==> config.mk <==
export PLATFORM = sky130hd
export DESIGN_NAME = dsp_wb_master_flat
export DESIGN_NICKNAME = d
export VERILOG_FILES = /design/src/rtl/dsp_wb_master_if.sv /design/src/rtl/dsp_wb_master.sv /design/src/flat_wrapper.sv
export SDC_FILE = /design/constraint.sdc
export NUM_CORES = 1
export LEC_CHECK = 0
export ABC_AREA = 1
export CAP_MARGIN = 10
export CORE_MARGIN = 3
export CORE_UTILIZATION = 45
export CTS_CLUSTER_DIAMETER = 40
export DETAILED_ROUTE_END_ITERATION = 8
export GPL_ROUTABILITY_DRIVEN = 0
export PLACE_DENSITY = 0.95
export SYNTH_ARGS = -nofsm -noshare
export SYNTH_HDL_FRONTEND = slang
export SYNTH_SLANG_ARGS = --single-unit
==> constraint.sdc <==
create_clock -name wb_clk -period 3.7 [get_ports wb_clk]
set_input_delay 0.74 -clock wb_clk [delete_from_list [all_inputs] [get_ports wb_clk]]
set_output_delay 0.74 -clock wb_clk [all_outputs]
set_load 0.05 [all_outputs]
==> src/rtl/dsp_wb_master_if.sv <==
`default_nettype none
// ============================================================================
//  Module      : dsp_wb_master_if
//  Description : Wishbone B3 classic bus bundle between the DSP file engine's
//                bus master and RAM0.
//                master modport : drives adr/dat_o/sel/we/cyc/stb,
//                                 receives dat_i/ack/err
//                slave modport  : the mirror image
//  Revision    : 1.0 - initial release
// ============================================================================
interface dsp_wb_master_if #(
    parameter int dw = 32,
    parameter int aw = 32
);
    logic [aw-1:0] wb_adr_o;
    logic [dw-1:0] wb_dat_o;
    logic [3:0]    wb_sel_o;
    logic          wb_we_o;
    logic          wb_cyc_o;
    logic          wb_stb_o;
    logic [dw-1:0] wb_dat_i;
    logic          wb_ack_i;
    logic          wb_err_i;

    modport master (
        output wb_adr_o, wb_dat_o, wb_sel_o, wb_we_o, wb_cyc_o, wb_stb_o,
        input  wb_dat_i, wb_ack_i, wb_err_i
    );

    modport slave (
        input  wb_adr_o, wb_dat_o, wb_sel_o, wb_we_o, wb_cyc_o, wb_stb_o,
        output wb_dat_i, wb_ack_i, wb_err_i
    );
endinterface
`default_nettype wire

==> src/rtl/dsp_wb_master.sv <==
`default_nettype none
// ============================================================================
//  Module      : dsp_wb_master
//  Description : Wishbone B3 classic single-transfer master for the DSP file
//                state machine. Turns one request (start/address/selection/
//                write/data_wr) into one Wishbone cycle, with an ack timeout
//                and a saturating error counter so a dead or erroring slave
//                cannot hang the requester.
//  Ports       : wb_clk, wb_rst_n (sync, active-low)
//                request side : start, address, selection, write, data_wr
//                               -> active, data_rd, bus_error, error_count
//                bus side     : wb (dsp_wb_master_if.master)
//  Revision    : 1.0 - initial release
// ============================================================================
module dsp_wb_master #(
    parameter int dw      = 32,
    parameter int aw      = 32,
    parameter int TIMEOUT = 255     // 1..65535 BUS cycles before forced end
) (
    input  wire logic          wb_clk,
    input  wire logic          wb_rst_n,

    input  wire logic          start,
    input  wire logic [aw-1:0] address,
    input  wire logic [3:0]    selection,
    input  wire logic          write,
    input  wire logic [dw-1:0] data_wr,
    output logic               active,
    output logic [dw-1:0]      data_rd,
    output logic               bus_error,
    output logic [7:0]         error_count,

    dsp_wb_master_if.master    wb
);

    typedef enum logic [1:0] {
        IDLE    = 2'd0,
        BUS     = 2'd1,
        RELEASE = 2'd2
    } state_t;

    // Timer value seen during the last permitted BUS cycle.
    localparam logic [15:0] TIMER_LAST = 16'(TIMEOUT - 1);

    state_t      state;
    logic [15:0] timer;

    always_ff @(posedge wb_clk) begin
        if (!wb_rst_n) begin
            state       <= IDLE;
            timer       <= '0;
            active      <= 1'b0;
            data_rd     <= '0;
            bus_error   <= 1'b0;
            error_count <= '0;
            wb.wb_adr_o <= '0;
            wb.wb_dat_o <= '0;
            wb.wb_sel_o <= '0;
            wb.wb_we_o  <= 1'b0;
            wb.wb_cyc_o <= 1'b0;
            wb.wb_stb_o <= 1'b0;
        end else begin
            bus_error <= 1'b0;   // single-cycle pulse

            case (state)
                IDLE: begin
                    if (start) begin
                        wb.wb_adr_o <= address;
                        wb.wb_sel_o <= selection;
                        wb.wb_we_o  <= write;
                        wb.wb_dat_o <= data_wr;
                        wb.wb_cyc_o <= 1'b1;
                        wb.wb_stb_o <= 1'b1;
                        active      <= 1'b1;
                        timer       <= '0;
                        state       <= BUS;
                    end
                end

                BUS: begin
                    timer <= timer + 16'd1;
                    // Error beats ack; ack beats the timeout on the final cycle.
                    if (wb.wb_err_i || (!wb.wb_ack_i && (timer == TIMER_LAST))) begin
                        data_rd     <= '0;
                        bus_error   <= 1'b1;
                        if (error_count != 8'hFF) begin
                            error_count <= error_count + 8'd1;
                        end
                        wb.wb_cyc_o <= 1'b0;
                        wb.wb_stb_o <= 1'b0;
                        wb.wb_we_o  <= 1'b0;
                        wb.wb_dat_o <= '0;
                        active      <= 1'b0;
                        state       <= RELEASE;
                    end else if (wb.wb_ack_i) begin
                        if (!wb.wb_we_o) begin
                            data_rd <= wb.wb_dat_i;
                        end
                        wb.wb_cyc_o <= 1'b0;
                        wb.wb_stb_o <= 1'b0;
                        wb.wb_we_o  <= 1'b0;
                        wb.wb_dat_o <= '0;
                        active      <= 1'b0;
                        state       <= RELEASE;
                    end
                end

                // Wait for the requester to drop a start it may still hold,
                // otherwise the same request would be issued twice.
                RELEASE: begin
                    if (!start) begin
                        state <= IDLE;
                    end
                end

                default: begin
                    state <= IDLE;
                end
            endcase
        end
    end

endmodule
`default_nettype wire

==> src/flat_wrapper.sv <==
// flat-port wrapper written by rule: the top's interface ports become plain ports
module dsp_wb_master_flat 
#(
    parameter int dw      = 32,
    parameter int aw      = 32,
    parameter int TIMEOUT = 255                                             
)
  (wb_clk, wb_rst_n, start, address, selection, write, data_wr, active, data_rd, bus_error, error_count, wb_wb_adr_o, wb_wb_dat_o, wb_wb_sel_o, wb_wb_we_o, wb_wb_cyc_o, wb_wb_stb_o, wb_wb_dat_i, wb_wb_ack_i, wb_wb_err_i);
  dsp_wb_master_if #(.dw(dw), .aw(aw)) wb_i ();
  input  wire logic wb_clk;
  input  wire logic wb_rst_n;
  input  wire logic start;
  input  wire logic [aw-1:0] address;
  input  wire logic [3:0] selection;
  input  wire logic write;
  input  wire logic [dw-1:0] data_wr;
  output logic active;
  output logic [dw-1:0] data_rd;
  output logic bus_error;
  output logic [7:0] error_count;
  output wire logic [$bits(wb_i.wb_adr_o)-1:0] wb_wb_adr_o;
  output wire logic [$bits(wb_i.wb_dat_o)-1:0] wb_wb_dat_o;
  output wire logic [$bits(wb_i.wb_sel_o)-1:0] wb_wb_sel_o;
  output wire logic [$bits(wb_i.wb_we_o)-1:0] wb_wb_we_o;
  output wire logic [$bits(wb_i.wb_cyc_o)-1:0] wb_wb_cyc_o;
  output wire logic [$bits(wb_i.wb_stb_o)-1:0] wb_wb_stb_o;
  input wire logic [$bits(wb_i.wb_dat_i)-1:0] wb_wb_dat_i;
  input wire logic [$bits(wb_i.wb_ack_i)-1:0] wb_wb_ack_i;
  input wire logic [$bits(wb_i.wb_err_i)-1:0] wb_wb_err_i;
  assign wb_wb_adr_o = wb_i.wb_adr_o;
  assign wb_wb_dat_o = wb_i.wb_dat_o;
  assign wb_wb_sel_o = wb_i.wb_sel_o;
  assign wb_wb_we_o = wb_i.wb_we_o;
  assign wb_wb_cyc_o = wb_i.wb_cyc_o;
  assign wb_wb_stb_o = wb_i.wb_stb_o;
  assign wb_i.wb_dat_i = wb_wb_dat_i;
  assign wb_i.wb_ack_i = wb_wb_ack_i;
  assign wb_i.wb_err_i = wb_wb_err_i;
  dsp_wb_master #(.dw(dw), .aw(aw), .TIMEOUT(TIMEOUT)) u_core (.wb_clk(wb_clk), .wb_rst_n(wb_rst_n), .start(start), .address(address), .selection(selection), .write(write), .data_wr(data_wr), .active(active), .data_rd(data_rd), .bus_error(bus_error), .error_count(error_count), .wb(wb_i));
endmodule
After elaboration in Yosys (flattened, before gate mapping)
Cells that the tools add are included.
- word-level logic and storage cells: 54
- RAM bits: 0
- memory bits (read-only): 0
- register bits after elaboration: 129
- memories: 0
- bits in latches: 0
- output and inout bits: 113
- magnitude comparators: 0
- multiply operators: 0
- bitwise logic cells: 0
- reductions and logical operators: 13
- shift operators: 0
- divide/modulo/power cells: 0
- eq/ne operators: 8
- add/sub/neg operators: 2
- mux-type cells: 21
- operators by type and width (operator ; number):
    2-to-1 mux 32 bit ; 6
    case mux 32 bit (2 select lines) ; 1
    case mux 16 bit (2 select lines) ; 1
    adder 16 x 1 -> 16 bit, second input constant ; 1
    equality test 16 x 8 -> 1 bit, second input constant ; 1
    2-to-1 mux 16 bit ; 1
    AND reduction 3 bit ; 4
    adder 8 x 1 -> 8 bit, second input constant ; 1
    2-to-1 mux 2 bit ; 4
    != test 8 bit, second input constant ; 1
    != test 2 bit, second input constant ; 3
    case mux 2 bit (3 select lines) ; 1
    AND reduction 2 bit ; 3
    2-to-1 mux 1 bit ; 5
    case mux 1 bit (2 select lines) ; 2
    nonzero test 2 bit ; 2
    != test 3 x 2 -> 1 bit, second input constant ; 1
    equality test 2 x 1 -> 1 bit, second input constant ; 1
    equality test 2 bit, second input constant ; 1
    zero test 2 bit ; 1
    logical AND 1 bit ; 1
    zero test 1 bit ; 1
    logical OR 1 bit ; 1

Longest topological paths before layout
Gate-level depths: netlist (run 1).
- word-level depth: 5
- depth in mapped cells: 13
- mapped depth without buffers: 13

Least setup slack after synthesis (run 1)
Ideal clock, no wire load.
- kind: register to register
- from: register u_core.error_count[0]
- to: register u_core.error_count[1]
- cell stages (with the launch flop): 11
- clock period less this slack: 1.777 ns
- setup slack: 1.923 ns
- library setup time: 0.116 ns
- buffers on the path: 0
- arrival time: 1.661 ns
- cells stage by stage: dfxtp_1 -> ha_1 -> nand2_1 -> inv_1 -> nand3_1 -> nor2_1 -> nor2_1 -> nand2_2 -> inv_2 -> nor2_1 -> nor2_1
- longest elaborated chain between the ends: 2
- elaborated cells between the ends (all ways): 3
- RTL lines (what ; line ; text):
    start: declaration ; dsp_wb_master.sv:31 ; output logic [7:0] error_count,
    start signal: assignment ; dsp_wb_master.sv:87 ; error_count <= error_count + 8'd1;
    branches (longest 2 deep; another with adder 8 x 1 -> 8 bit) ; n/a ;
Parallel ways; which one is timed is not known.
A chain may end at the register's enable or synchronous reset.

Worst setup path in the final report (run 1)
- from: input port wb_wb_ack_i
- to: register u_core.wb.wb_dat_o[14]
- longest elaborated chain between the ends: 5
- elaborated cells between the ends (all ways): 7
- RTL lines (what ; line ; text):
    start: declaration ; flat_wrapper.sv:28 ; input wire logic [$bits(wb_i.wb_ack_i)-1:0] wb_wb_ack_i;
    zero test 1 bit ; dsp_wb_master.sv:83 ; if (wb.wb_err_i || (!wb.wb_ack_i && (timer == TIMER_LAST))) begin
    logical AND 1 bit ; dsp_wb_master.sv:83 ;
    logical OR 1 bit ; dsp_wb_master.sv:83 ;
    != test 3 x 2 -> 1 bit (no line) or 2-to-1 mux 32 bit (tied branches) ; n/a ;
    AND reduction 3 bit (no line) or case mux 32 bit (2 select lines) (tied branches) ; n/a ;
    end signal: assignment ; dsp_wb_master.sv:71 ; wb.wb_dat_o <= data_wr;
    end: declaration ; dsp_wb_master_if.sv:26 ; output wb_adr_o, wb_dat_o, wb_sel_o, wb_we_o, wb_cyc_o, wb_stb_o,
Several ways; a longest one is shown, not always the timed one.

==> results.txt, run 1 <==
Required time worst endpoint: 4.03 ns
Nets: 1049
Starting Density: 0.465
CTS root buf: clkbuf_16
Post-DP Area: 7540 µm²
Final Hold Viols: 0
Initial DRC count: 606
Post-synth EDFFs: 0
Final slew viol count: 0
Slew Limit Headroom: 0.292
# DRC: 0
Max FO, Critical Path: 34
Detailed placement HPWL: 10400 µm
Critical path class: input port to register
Synth warn: 0
First-pass GRT wire length: 24300 µm
IO Count: 219
Filler-free cell count of the finished design: 1093
Worst slew pin tran: 1.06 ns
Worst-case vdd ir drop: 0.000376 V
Mapped cell area: 5360 µm²
Die Wd: 115 µm
Simple-Gate Fraction of Synth Area: 0.295
Die height: 115 µm
# rows: 39
H-tree depth: 4
Design Area, Final: 8090 µm²
Placed Cells: 1064
Share of the yosys chip area belonging to registers: 0.482
Top_reg_cell synth: dfxtp_1
Clk Latency, worst-skew pair: 0.42 ns
Leading area contributor after synthesis: dfxtp_1
CP max stage cell: clkdlybuf4s50_1
Clk sink count: 129
Post-synth cell types: 29
Antenna violations before repair: 0
Share of cells above drive strength 1: 0.0547
Post-Place Setup Slack: 0.814 ns
CTS tree: done
Period utilization: 0.679
Core Util, Final: 0.702
Via count: 5680
MaxCap Viol Count: 0
PostCTS Resize Cnt: 0
RSZ-0062 raised after global routing: false
Vias in the first global route: 5269
CORE AREA: 11500 µm²
Fmax: 398 MHz
TNS Setup: 0 ns
Total gr overflow: 0
Hold Crit Class: register to register
# diodes: 0
Cell Pwr Density: 490 nW/µm²
Post-Synth Adder-Cell Area: 0.00701
Most common cell after layout, fill and taps aside: clkdlybuf4s50_1
Post-CTS Setup Inserts: 0
Reg clk slew, reported paths: 0.05 ns
Ys async rst share: 0
Worst setup margin: 1.19 ns
Synth Register Bits: 129
WL/cell: 14.0 µm
Clock Tree Buf Depth: 2
Mapped Nets: 852
Xor and xnor fraction of the mapped netlist area: 0.00981
Setup crit end kind: register
Clock period minus worst slack: 2.51 ns
Setup violators final: 0
Status: finished clean
# hold bufs at CTS: 0
Top cell type's share of synthesized area: 0.482
Syn Area/Cell: 7.21 µm²
Clock skew: 0.0246 ns
Most frequent cells in the layout: 217 x clkdlybuf4s50_1, 155 x nand2_1, 139 x nor2_1
Worst path max stage delay: 0.53 ns
PortBufs: 218
Largest family of logic cells by synthesized area: simple AND/OR/NAND/NOR gates
Final ANT Viol Nets: 0
CTS buffer count: 17
Drt first pass iters: 5
WL final: 15300 µm
Crit path cell chain: clkdlybuf4s50_1 -> nor2_1 -> nand2_1 -> nor2_2 -> nand2_2 -> buf_4 -> nand3_1 -> nand2_2 -> nand2_1 -> a21oi_1
WP data arrival: 2.84 ns
Top cells by area, synth: dfxtp_1 48%, nand2_1 11%, nor2_1 9.7%, a21oi_1 8.0%, nand3_1 6.9%
Synth Area in Compound Gates: 0.139
Via/cell ratio: 5.20
Largest net degree at the start of global routing: 80
P_leak: 3.15 nW
Post-Synthesis Cells: 743
Post-synthesis mux area share: 0
Total die area: 13300 µm²
Startpoint types: input port
Layout area overhead: 50.9%
Total GRT Usage: 0.227
[cell type report]
class	instances	area [µm²]
tap	143	179
multi-input combinational	535	2420
clock buffer	23	488
timing repair buffer	228	2250
inverter	29	109
clock inverter	6	57.6
fill	895	3430
sequential	129	2580
[kinds of logic after synthesis]
| kind of cell | after synthesis |
|---|---|
| simple gates | 385 |
| buf+inv | 79 |
| compound gates | 141 |
| flops | 129 |
| fa+ha+maj | 3 |
| xor+xnor | 6 |
[per-stage QoR]
stage / total power [mW] / hold WS, ns
6_report: 3.96 / 0.458
5_1_grt: 4.12 / 0.471
4_1_cts: 3.99 / 0.464
3_5_place_dp: 2.45 / 0.454
3_3_place_gp: 2.43 / 0.446
2_1_floorplan: 2.11 / 0.463
[routing by layer]
metal  part of all wire  vias to the layer above  track usage  routed length (µm)
met5                  0                        -            0                   0
met4              0.016                        0       0.0900                 241
met3              0.084                       22       0.0879                1290
met2               0.48                      240        0.373                7310
met1               0.42                     2607        0.267                6460
li1                   -                     2811            -                   -
[state kept, by name, indices dropped and copies added (netlist names)]
register / cells
u_core.bus_error: 1
u_core.wb.wb_we_o: 1
u_core.error_count: 8
u_core.data_rd: 32
u_core.wb.wb_adr_o: 32
u_core.state: 2
u_core.wb.wb_dat_o: 32
u_core.timer: 16
u_core.wb.wb_sel_o: 4
u_core.active: 1
[worst paths after layout]
path                         start                      to  slack (ns)  cells after the start
max                    wb_wb_ack_i  u_core.wb.wb_dat_o[14]        1.19                     10
min          u_core.wb.wb_dat_o[8]   u_core.wb.wb_dat_o[8]        0.46                      2
max reg2reg        u_core.timer[0]  u_core.wb.wb_dat_o[14]        1.40                     12
min reg2reg  u_core.wb.wb_dat_o[8]   u_core.wb.wb_dat_o[8]        0.46                      2
[power by group]
group / leakage [nW] / switching [mW] / internal [mW]
combinational: 1.82 / 0.568 / 0.327
clock: 0.271 / 0.559 / 0.977
sequential: 1.06 / 0.0484 / 1.48
[cells in the mapped netlist, types with 2 or more instances]
cell,count
buf_4,6
xor2_1,5
nand2_2,4
nand3_1,74
clkbuf_1,31
o22ai_1,2
inv_2,5
a211oi_1,3
a21oi_1,86
nor2_1,139
nor3_1,4
buf_2,4
buf_1,4
dfxtp_1,129
inv_1,23
o21ai_0,46
nand4_1,4
nor2_2,3
ha_1,3
buf_6,5
nand2_1,155
[critical path, delay by kind of cell]
kind                   cells  cell delay, ns
AO/OA/AOI/OAI              1            0.16
buffers and inverters      2            0.83
AND/OR/NAND/NOR            7            1.10
Power figures use the tool's default switching activity.
==> inputs of run 2 (changes only) <==
- CORE_UTILIZATION: 45 -> 39
- PLACE_DENSITY: 0.95 -> 0.89
- clock period: 3.7 -> 2.25 ns (I/O delays scaled with it)
==> results.txt, run 2 (synthesis gave the netlist of run 1 again) <==
Buf/Inv on CP: 1 (was 2)
Required time worst endpoint: 1.80 ns (was 4.03 ns)
WP data arrival: 1.69 ns (was 2.84 ns)
Detailed placement HPWL: 10700 µm (was 10400 µm)
Nets: 1056 (was 1049)
Clk sink count: 129 (unchanged)
Share of cells above drive strength 1: 0.0646 (was 0.0547)
CTS root buf: clkbuf_16 (unchanged)
First-pass GRT wire length: 24300 µm (about the same)
Hold Crit Class: register to register (unchanged)
Worst path top cell family by delay: buffers and inverters (was simple AND/OR/NAND/NOR gates)
Layout area overhead: 54.5% (was 50.9%)
MaxCap Viol Count: 0 (unchanged)
Drt first pass iters: 5 (unchanged)
Clock Tree Buf Depth: 2 (unchanged)
Via/cell ratio: 5.00 (was 5.20)
Hold path cells: 2 (unchanged)
Clock period minus worst slack: 2.14 ns
Setup slack, reg-to-reg: 0.42 ns (was 1.40 ns)
Via count: 5682 (was 5680)
Clock skew: 0.0101 ns (was 0.0246 ns)
IO Count: 219 (unchanged)
P_leak: 3.23 nW (was 3.15 nW)
Post-CTS Setup Inserts: 0 (unchanged)
Setup violators final: 0 (unchanged)
Worst path max stage delay: 0.86 ns (was 0.53 ns)
# rows: 42 (was 39)
HP Start: u_core.wb.wb_dat_o[3] (was u_core.wb.wb_dat_o[8])
Max FO, Critical Path: 3 (was 34)
CTS buffer count: 17 (unchanged)
Status: finished clean (unchanged)
Vias in the first global route: 5132 (was 5269)
Registers with the most flip-flops: u_core.data_rd x32, u_core.wb.wb_adr_o x32, u_core.wb.wb_dat_o x32 (unchanged)
Slew Limit Headroom: 0.584 (was 0.292)
Total gr overflow: 0 (unchanged)
H-tree depth: 4 (unchanged)
Filler cells: 1161 (was 895)
Initial DRC count: 271 (was 606)
RR Startpoint: u_core.timer[0] (unchanged)
Min-Delay Endpoint: u_core.wb.wb_dat_o[3] (was u_core.wb.wb_dat_o[8])
# DRC: 0 (unchanged)
Footprint of the multi-input gates: 2420 µm² (unchanged)
WL/cell: 13.7 µm (was 14.0 µm)
Die Wd: 123 µm (was 115 µm)
Fmax: 468 MHz
Die height: 123 µm (was 115 µm)
Post-Place Setup Slack: 0.0915 ns (was 0.814 ns)
Worst-case vdd ir drop: 0.000560 V (was 0.000376 V)
PortBufs: 218 (unchanged)
Final Hold Viols: 0 (unchanged)
Starting Density: 0.401 (was 0.465)
Antenna violations before repair: 1 (was 0)
Largest net degree at the start of global routing: 68 (was 80)
TNS Setup: 0 ns (unchanged)
RSZ-0062 raised after global routing: false (unchanged)
Worst setup margin: 0.114 ns (was 1.19 ns)
FF+latch area: 2580 µm² (unchanged)
Final ANT Viol Nets: 0 (unchanged)
Net Sw Power: 1.99 mW (was 1.18 mW)
CP max stage cell: clkdlybuf4s50_1 (unchanged)
Combinational share of power: 0.215 (was 0.226)
# hold bufs at CTS: 0 (unchanged)
Final slew viol count: 0 (unchanged)
Total GRT Usage: 0.199 (was 0.227)
Critical path class: register to primary output (was input port to register)
Startpoint types: register (was input port)
Sequential power share: 0.364 (was 0.386)
Reg2reg end: u_core.wb.wb_dat_o[11] (was u_core.wb.wb_dat_o[14])
CORE AREA: 13300 µm² (was 11500 µm²)
Setup crit end kind: primary output (was register)
Cell Pwr Density: 836 nW/µm² (was 490 nW/µm²)
Worst slew pin tran: 0.624 ns (was 1.06 ns)
R2R cell count: 12 (unchanged)
Clock power frac: 0.421 (was 0.388)
CTS tree: done (unchanged)
Reg clk slew, reported paths: 0.06 ns (was 0.05 ns)
PostCTS Resize Cnt: 0 (unchanged)
Period utilization: 0.949
Total die area: 15200 µm² (was 13300 µm²)
# diodes: 0 (unchanged)
Most frequent cells in the layout: 217 x clkdlybuf4s50_1, 155 x nand2_1, 139 x nor2_1 (unchanged)
WL final: 15500 µm (was 15300 µm)
Most common cell after layout, fill and taps aside: clkdlybuf4s50_1 (unchanged)
Crit path cell chain: clkdlybuf4s50_1 (was clkdlybuf4s50_1 -> nor2_1 -> nand2_1 -> nor2_2 -> nand2_2 -> buf_4 -> nand3_1 -> nand2_2 -> nand2_1 -> a21oi_1)
Internal: 4.93 mW (was 2.79 mW)
Clk Latency, worst-skew pair: 0.41 ns (was 0.42 ns)
Net Sw Frac: 0.288 (was 0.297)
run 2: worst max-delay path by stage:
| stage | start | depth (start not counted) | slack, ns | end |
|---|---|---|---|---|
| final | u_core.wb.wb_we_o | 1 | 0.11 | wb_wb_we_o |
| after global routing | u_core.error_count[6] | 1 | 0.05 | error_count[6] |
| after CTS | u_core.wb.wb_we_o | 1 | 0.09 | wb_wb_we_o |
| after detailed placement | wb_wb_ack_i | 10 | 0.09 | u_core.wb.wb_dat_o[31] |
| after global placement | wb_wb_ack_i | 10 | 0.19 | u_core.wb.wb_dat_o[2] |
| after floorplan | u_core.error_count[0] | 10 | 0.47 | u_core.error_count[1] |
run 2: layer usage:
layer | GRT usage | routed length (µm) | vias to the layer above
li1 | - | - | 2828
met1 | 0.236 | 6170 | 2592
met2 | 0.324 | 7470 | 242
met3 | 0.0801 | 1630 | 18
met4 | 0.0761 | 225 | 2
met5 | 0 | 11 | -
run 2: metrics by stage:
stage | instances | power (mW) | util | instance area (µm²) | hold WS [ns]
6_report | 1136 | 6.92 | 0.620 | 8280 | 0.460
5_1_grt | 1136 | 7.21 | 0.620 | 8280 | 0.477
4_1_cts | 1136 | 6.98 | 0.620 | 8280 | 0.461
2_1_floorplan | 743 | 3.47 | - | 5360 | 0.463
3_5_place_dp | 1104 | 4.05 | 0.573 | 7650 | 0.453
3_3_place_gp | 1104 | 4.03 | 0.573 | 7650 | 0.446
run 2: worst reg2reg max path: stages, from the launching register on:
cell and delay [ns]:
dfxtp_1 0.40, inv_1 0.06, ha_1 0.19, inv_1 0.05
nor2_1 0.04, nand2_1 0.08, nor2_2 0.04, nand2_2 0.12
nand3_1 0.13, nand2_2 0.08, buf_4 0.32, nand2_1 0.11
a21oi_1 0.14
run 2: power by group through the flow:
stage	Clock (mW)	Sequential [mW]	Combinational (mW)
after floorplan	0	3.06	0.417
after global placement	0	2.56	1.47
after detailed placement	0	2.56	1.49
after CTS	2.97	2.52	1.49
after global routing	3.09	2.53	1.59
final	2.91	2.52	1.49
run 2: final cells by class:
type,count,area share
clock buffers,22,0.0573
clock inverters,10,0.0189
inverters,29,0.0131
multi-input cells,535,0.292
flip-flops and latches,129,0.312
well taps,176,0.0266
repair buffers,235,0.280
